$ cat config.mk
export PLATFORM = sky130hd
export DESIGN_NAME = seq_booth_r4_multiplier
export DESIGN_NICKNAME = d
export VERILOG_FILES = /design/src/rtl/seq_booth_r4_multiplier_pkg.sv /design/src/rtl/booth_r4_pp_gen.sv /design/src/rtl/seq_booth_r4_multiplier.sv
export SDC_FILE = /design/constraint.sdc
export NUM_CORES = 1
export LEC_CHECK = 0
export ABC_AREA = 1
export BUFFER_PORTS_ARGS = -buffer_cell sky130_fd_sc_hd__buf_2
export CAP_MARGIN = 20
export CORE_MARGIN = 3
export CORE_UTILIZATION = 39
export CTS_CLUSTER_SIZE = 16
export DETAILED_ROUTE_END_ITERATION = 12
export SLEW_MARGIN = 20
export SYNTH_ARGS = -nofsm -noshare
export SYNTH_HDL_FRONTEND = slang
export SYNTH_SLANG_ARGS = --single-unit
$ cat constraint.sdc
create_clock -name clk -period 5.85 [get_ports clk]
set_clock_uncertainty 0.2 [all_clocks]
set_input_delay 0.585 -clock clk [delete_from_list [all_inputs] [get_ports clk]]
set_output_delay 0.585 -clock clk [all_outputs]
set_load 0.02 [all_outputs]
$ cat src/rtl/seq_booth_r4_multiplier_pkg.sv
`default_nettype none
// ============================================================================
// Module  : seq_booth_r4_multiplier_pkg
// Purpose : Shared definitions for the sequential radix-4 Booth multiplier:
//           FSM state encodings, one-hot Booth digit codes, and a triplet
//           decoder.
// Ports   : none (package)
// Rev     : 1.0  initial release
// ============================================================================
package seq_booth_r4_multiplier_pkg;

    typedef enum logic [1:0] {
        ST_IDLE = 2'd0,
        ST_RUN  = 2'd1,
        ST_DONE = 2'd2
    } state_t;

    // One-hot Booth digit code: {NEG, TWO, ONE}. All-zero means digit 0.
    typedef logic [2:0] booth_t;
    localparam booth_t C_BOOTH_ZERO = 3'b000;
    localparam booth_t C_BOOTH_ONE  = 3'b001;
    localparam booth_t C_BOOTH_TWO  = 3'b010;
    localparam booth_t C_BOOTH_NEG  = 3'b100;

    localparam int C_B_ONE = 0;
    localparam int C_B_TWO = 1;
    localparam int C_B_NEG = 2;

    // Triplet {y[2i+1], y[2i], y[2i-1]} -> digit in {0,+1,+1,+2,-2,-1,-1,0}
    function automatic booth_t booth_decode(input logic [2:0] triplet);
        booth_t code;
        code = C_BOOTH_ZERO;
        case (triplet)
            3'b001, 3'b010: code = C_BOOTH_ONE;
            3'b011:         code = C_BOOTH_TWO;
            3'b100:         code = C_BOOTH_NEG | C_BOOTH_TWO;
            3'b101, 3'b110: code = C_BOOTH_NEG | C_BOOTH_ONE;
            default:        code = C_BOOTH_ZERO;
        endcase
        return code;
    endfunction

endpackage
`default_nettype wire

$ cat src/rtl/booth_r4_pp_gen.sv
`default_nettype none
// ============================================================================
// Module  : booth_r4_pp_gen
// Purpose : Combinational radix-4 Booth partial-product generator. Produces
//           digit * xe, sign-extended to 2N+2 bits, before any shifting.
// Ports   : i_triplet  3-bit Booth triplet
//           i_xe       N+2-bit extended multiplicand
//           o_pp       2N+2-bit partial product
// Rev     : 1.0  initial release
// ============================================================================
module booth_r4_pp_gen
    import seq_booth_r4_multiplier_pkg::*;
#(
    parameter int N = 8
) (
    input  logic [2:0]     i_triplet,
    input  logic [N+1:0]   i_xe,
    output logic [2*N+1:0] o_pp
);

    localparam int C_PW = 2 * N + 2;

    booth_t            w_code;
    logic [C_PW-1:0]   w_xs;
    logic [C_PW-1:0]   w_mag;

    assign w_code = booth_decode(i_triplet);
    assign w_xs   = {{N{i_xe[N+1]}}, i_xe};

    always_comb begin
        w_mag = '0;
        if (w_code[C_B_ONE]) begin
            w_mag = w_xs;
        end else if (w_code[C_B_TWO]) begin
            w_mag = w_xs << 1;
        end
    end

    // Negation as invert + 1, modulo 2^(2N+2).
    assign o_pp = w_code[C_B_NEG] ? (~w_mag) + C_PW'(1) : w_mag;

endmodule
`default_nettype wire

$ cat src/rtl/seq_booth_r4_multiplier.sv
`default_nettype none
// ============================================================================
// Module  : seq_booth_r4_multiplier
// Purpose : Sequential radix-4 Booth multiplier, one Booth digit per clock,
//           signed or unsigned per operation, valid/ready on both sides.
// Ports   : clk, rst (async, active-high)
//           in_valid/in_ready   operand handshake; x, y, sgn captured on accept
//           out_valid/out_ready result handshake; z = 2N-bit product
// Rev     : 1.0  initial release
// ============================================================================
module seq_booth_r4_multiplier
    import seq_booth_r4_multiplier_pkg::*;
#(
    parameter int N = 8
) (
    input  logic           clk,
    input  logic           rst,
    input  logic           in_valid,
    output logic           in_ready,
    input  logic [N-1:0]   x,
    input  logic [N-1:0]   y,
    input  logic           sgn,
    output logic           out_valid,
    input  logic           out_ready,
    output logic [2*N-1:0] z
);

    localparam int D    = N / 2 + 1;
    localparam int CW   = $clog2(D) + 1;
    localparam int C_AW = 2 * N + 2;

    state_t            r_state;
    state_t            w_state_next;
    logic [N+1:0]      r_xe;
    logic [N+2:0]      r_ye;      // extended y with the implicit 0 at bit 0
    logic [C_AW-1:0]   r_acc;
    logic [CW-1:0]     r_cnt;
    logic [2*N-1:0]    r_z;

    logic [C_AW-1:0]   w_pp;
    logic [CW:0]       w_shamt;
    logic [C_AW-1:0]   w_acc_next;
    logic              w_last;
    logic [1:0]        w_xext;
    logic [1:0]        w_yext;

    booth_r4_pp_gen #(.N(N)) u_pp_gen (
        .i_triplet (r_ye[2:0]),
        .i_xe      (r_xe),
        .o_pp      (w_pp)
    );

    // r_ye is shifted right two bits per digit, so the current triplet
    // always sits at bits [2:0]; the partial product still needs << 2i.
    assign w_shamt    = {r_cnt, 1'b0};
    assign w_acc_next = r_acc + (w_pp << w_shamt);
    assign w_last     = (r_cnt == CW'(D - 1));
    assign w_xext     = sgn ? {2{x[N-1]}} : 2'b00;
    assign w_yext     = sgn ? {2{y[N-1]}} : 2'b00;
    assign z          = r_z;

    always_ff @(posedge clk or posedge rst) begin
        if (rst) begin
            r_state <= ST_IDLE;
        end else begin
            r_state <= w_state_next;
        end
    end

    always_comb begin
        w_state_next = r_state;
        in_ready     = 1'b0;
        out_valid    = 1'b0;
        case (r_state)
            ST_IDLE: begin
                in_ready = 1'b1;
                if (in_valid) begin
                    w_state_next = ST_RUN;
                end
            end
            ST_RUN: begin
                if (w_last) begin
                    w_state_next = ST_DONE;
                end
            end
            ST_DONE: begin
                out_valid = 1'b1;
                if (out_ready) begin
                    w_state_next = ST_IDLE;
                end
            end
            default: w_state_next = ST_IDLE;
        endcase
    end

    always_ff @(posedge clk or posedge rst) begin
        if (rst) begin
            r_xe  <= '0;
            r_ye  <= '0;
            r_acc <= '0;
            r_cnt <= '0;
            r_z   <= '0;
        end else begin
            case (r_state)
                ST_IDLE: begin
                    if (in_valid) begin
                        r_xe  <= {w_xext, x};
                        r_ye  <= {w_yext, y, 1'b0};
                        r_acc <= '0;
                        r_cnt <= '0;
                    end
                end
                ST_RUN: begin
                    r_acc <= w_acc_next;
                    r_ye  <= r_ye >> 2;
                    r_cnt <= r_cnt + CW'(1);
                    if (w_last) begin
                        // Upper two accumulator bits are never significant.
                        r_z <= w_acc_next[2*N-1:0];
                    end
                end
                default: begin
                end
            endcase
        end
    end

endmodule
`default_nettype wire

==> metrics.md <==
| Metric | Value |
|---|---|
| GP Congestion | between 0.9 and 1 |
| Vias post-DR | 3305 |
| Cts repair resizes | 0 |
| CTS clk-pin slew, worst paths | roughly 0.060 ns |
| Total gr overflow | 0 |
| Syn Area/Cell | 7.36 um2 |
| Count of cell types in the netlist | 36 |
| Max Freq | 215 MHz |
| Share of cells above drive strength 1 | 0.143 |
| Hold Vio Cnt, Final | 0 |
| Post-DP HPWL | approximately 6.4 mm |
| Element type at the critical path end | flip-flop |
| Max-cap violations | 0 |
| Antenna-violating nets left | 0 |
| Asr flop ratio synth | 1.00 |
| CTS max path bufs | 2 |
| Clk_lat worst skew | 0.33 ns |
| Worst-Margin Slew | 0.860 ns |
| Netlist Area Pre-Place | 3750 um2 |
| CP Launch Type | flip-flop |
| CTS tree | done |
| Die area | 10800 um2 |
| EDFF count, synth | 0 |
| Initial Utilization | 0.404 |
| Synth warnings | 0 |
| Worst Path Required | 5.87 ns |
| Final std cells w/o fill | approximately 680 |
| Most frequent CP cell | nand2_1 |
| CTS Sinks | 57 |
| Share of the synthesized area in the top cell type | 0.381 |
| Sequential fraction of the synthesis area | 0.381 |
| Post-CTS Setup Repair Bufs | 0 |
| Global Route Usage Sum | 0.167 |
| DRT Wirelength | 8.43 mm |
| Pre-antenna DRT Iters | 5 |
| Row cnt | 35 |
| Crit Path Max Fanout | 13 |
| Post-route cell area | 4190 um2 |
| TNS Setup | 0 ns |
| CORE AREA | around 9300 um2 |
| Commonest cells post-synth | 165 x nand2_1, 57 x dfrtp_1, 46 x o21ai_0 |
| Largest net degree at the start of global routing | 58 |
| Setup violators final | 0 |
| Synth area leaders | dfrtp_1 38%, nand2_1 17%, ha_1 7.3% |
| Yosys reg bits | 57 |
| # diodes | 0 |
| CTS hold repair buffers | 0 |
| Initial antenna violation count | 0 |
| DR WL/cell | 12.5 um |
| # DRC | 0 |
| Final min period | around 4.6 ns |
| Cell taking the most area after synthesis | dfrtp_1 |
| Die Wd | between 100 and 150 um |
| Slowest cell on the critical path | ha_1 |
| Final period util | 0.795 |
| Global-route wire length before repair | 15.0 mm |
| I/O Pins | 39 |
| CP bufs+invs | 3 |
| Final WS setup | between 1 and 1.5 ns |
| Die Ht | 104 um |
| H-tree depth | 3 |
| Vias per cell | 4.89 |
| Min-delay worst type | input port to async pin |
| Root buffer cell | clkbuf_8 |
| Inst Count DP | 662 |
| # nets final | 588 |
| WP data arrival | 4.67 ns |
| Predominant post-synthesis flop cell | dfrtp_1 |
| Setup CP Type | flip-flop to flip-flop |
| Status | finished clean |
| Max stage delay on crit path | 0.46 ns |
| Setup WS pre-CTS | 1.24 ns |
| Synth Instances | a little over 500 |
| DRT iter0 DRCs | 187 |
| Port Buffers | 38 |
| Area post-placement | 4040 um2 |
| Area growth, synth to finish | 11.7% |
| RSZ-0062 raised after global routing | false |
| Number of global-route vias before repair | 3251 |
| CP top delay family | simple AND/OR/NAND/NOR gates |
| Most frequent cell after synthesis | nand2_1 |
| Relative slew slack | 0.425 |
| Num CTS Buffers | 9 |
| Final Max Tran Viols | 0 |
| Syn_nets | approximately 550 |
path summary, 6_finish.rpt:
check                          start    endpoint  slack, ns  cells past startpoint
setup reg to reg             r_ye[0]   r_acc[14]       1.20                     28
min in group clk           out_ready  r_state[1]       0.24                      2
hold reg to reg                 z[9]        z[9]       0.28                      2
max in group asynchronous        rst    r_acc[1]       4.72                      3
hold / removal                   rst     r_ye[3]       0.24                      3
setup / recovery             r_ye[0]   r_acc[14]       1.20                     28
tightest hold or removal path: cells and delay by family:
| kind | cells | cell delay (ns) |
|---|---|---|
| buffers and inverters | 3 | 0.68 |
metal layers:
metal | GRT usage | vias up | wire (um)
li1 | - | 1727 | -
met1 | 0.234 | 1507 | 4320
met2 | 0.257 | 58 | 3660
met3 | 0.0341 | 13 | 319
met4 | 0.0570 | 0 | 137
met5 | 0 | - | 0
placed cells by master, fill, tap and decap left out, drive strengths merged:
master,count
nor2,30
o22ai,11
fa,1
o21a,1
nor4,1
clkbuf,10
nand3b,3
clkinvlp,1
xnor2,7
xor2,7
a32o,1
ha,22
o211a,1
or2,1
a21oi,25
a21o,3
a31oi,2
o21ai,56
dfrtp,57
o31ai,1
nand2,175
buf,40
nand3,32
inv,49
nor3,2
clkinv,5
nand4,3
state kept, by name, indices dropped and copies added, names as in the netlist:
register and cells:
z 16, r_xe 9, r_cnt 4, r_acc 16
r_state 2, r_ye 10
final cells by class:
cell class                      instances  area, um2
Clock buffer                           10        128
Multi-Input combinational cell        385       2050
Sequential cell                        57       1430
Inverter                               51        191
Tap cell                              129        161
Fill cell                             995       5100
Timing Repair Buffer                   40        205
Clock inverter                          4       22.5
cells by family after synthesis:
| family | share of synthesized area |
|---|---|
| AOI/OAI and AO/OA | 0.145 |
| adders and majority gates | 0.0788 |
| xor gates and xnor gates | 0.0327 |
| and+or+nand+nor | 0.291 |
| DFF | 0.381 |
| buffers and inverters | 0.0718 |
stage by stage:
stage                     utilization  hold slack [ns]
final                           0.451            0.236
after floorplan                     -            0.252
after global routing            0.451            0.238
after CTS                       0.451            0.216
after global placement          0.435            0.261
after detailed placement        0.435            0.262
Power is not shown: default switching activity piles up to over one toggle a cycle in this logic, so the estimate is an artifact.
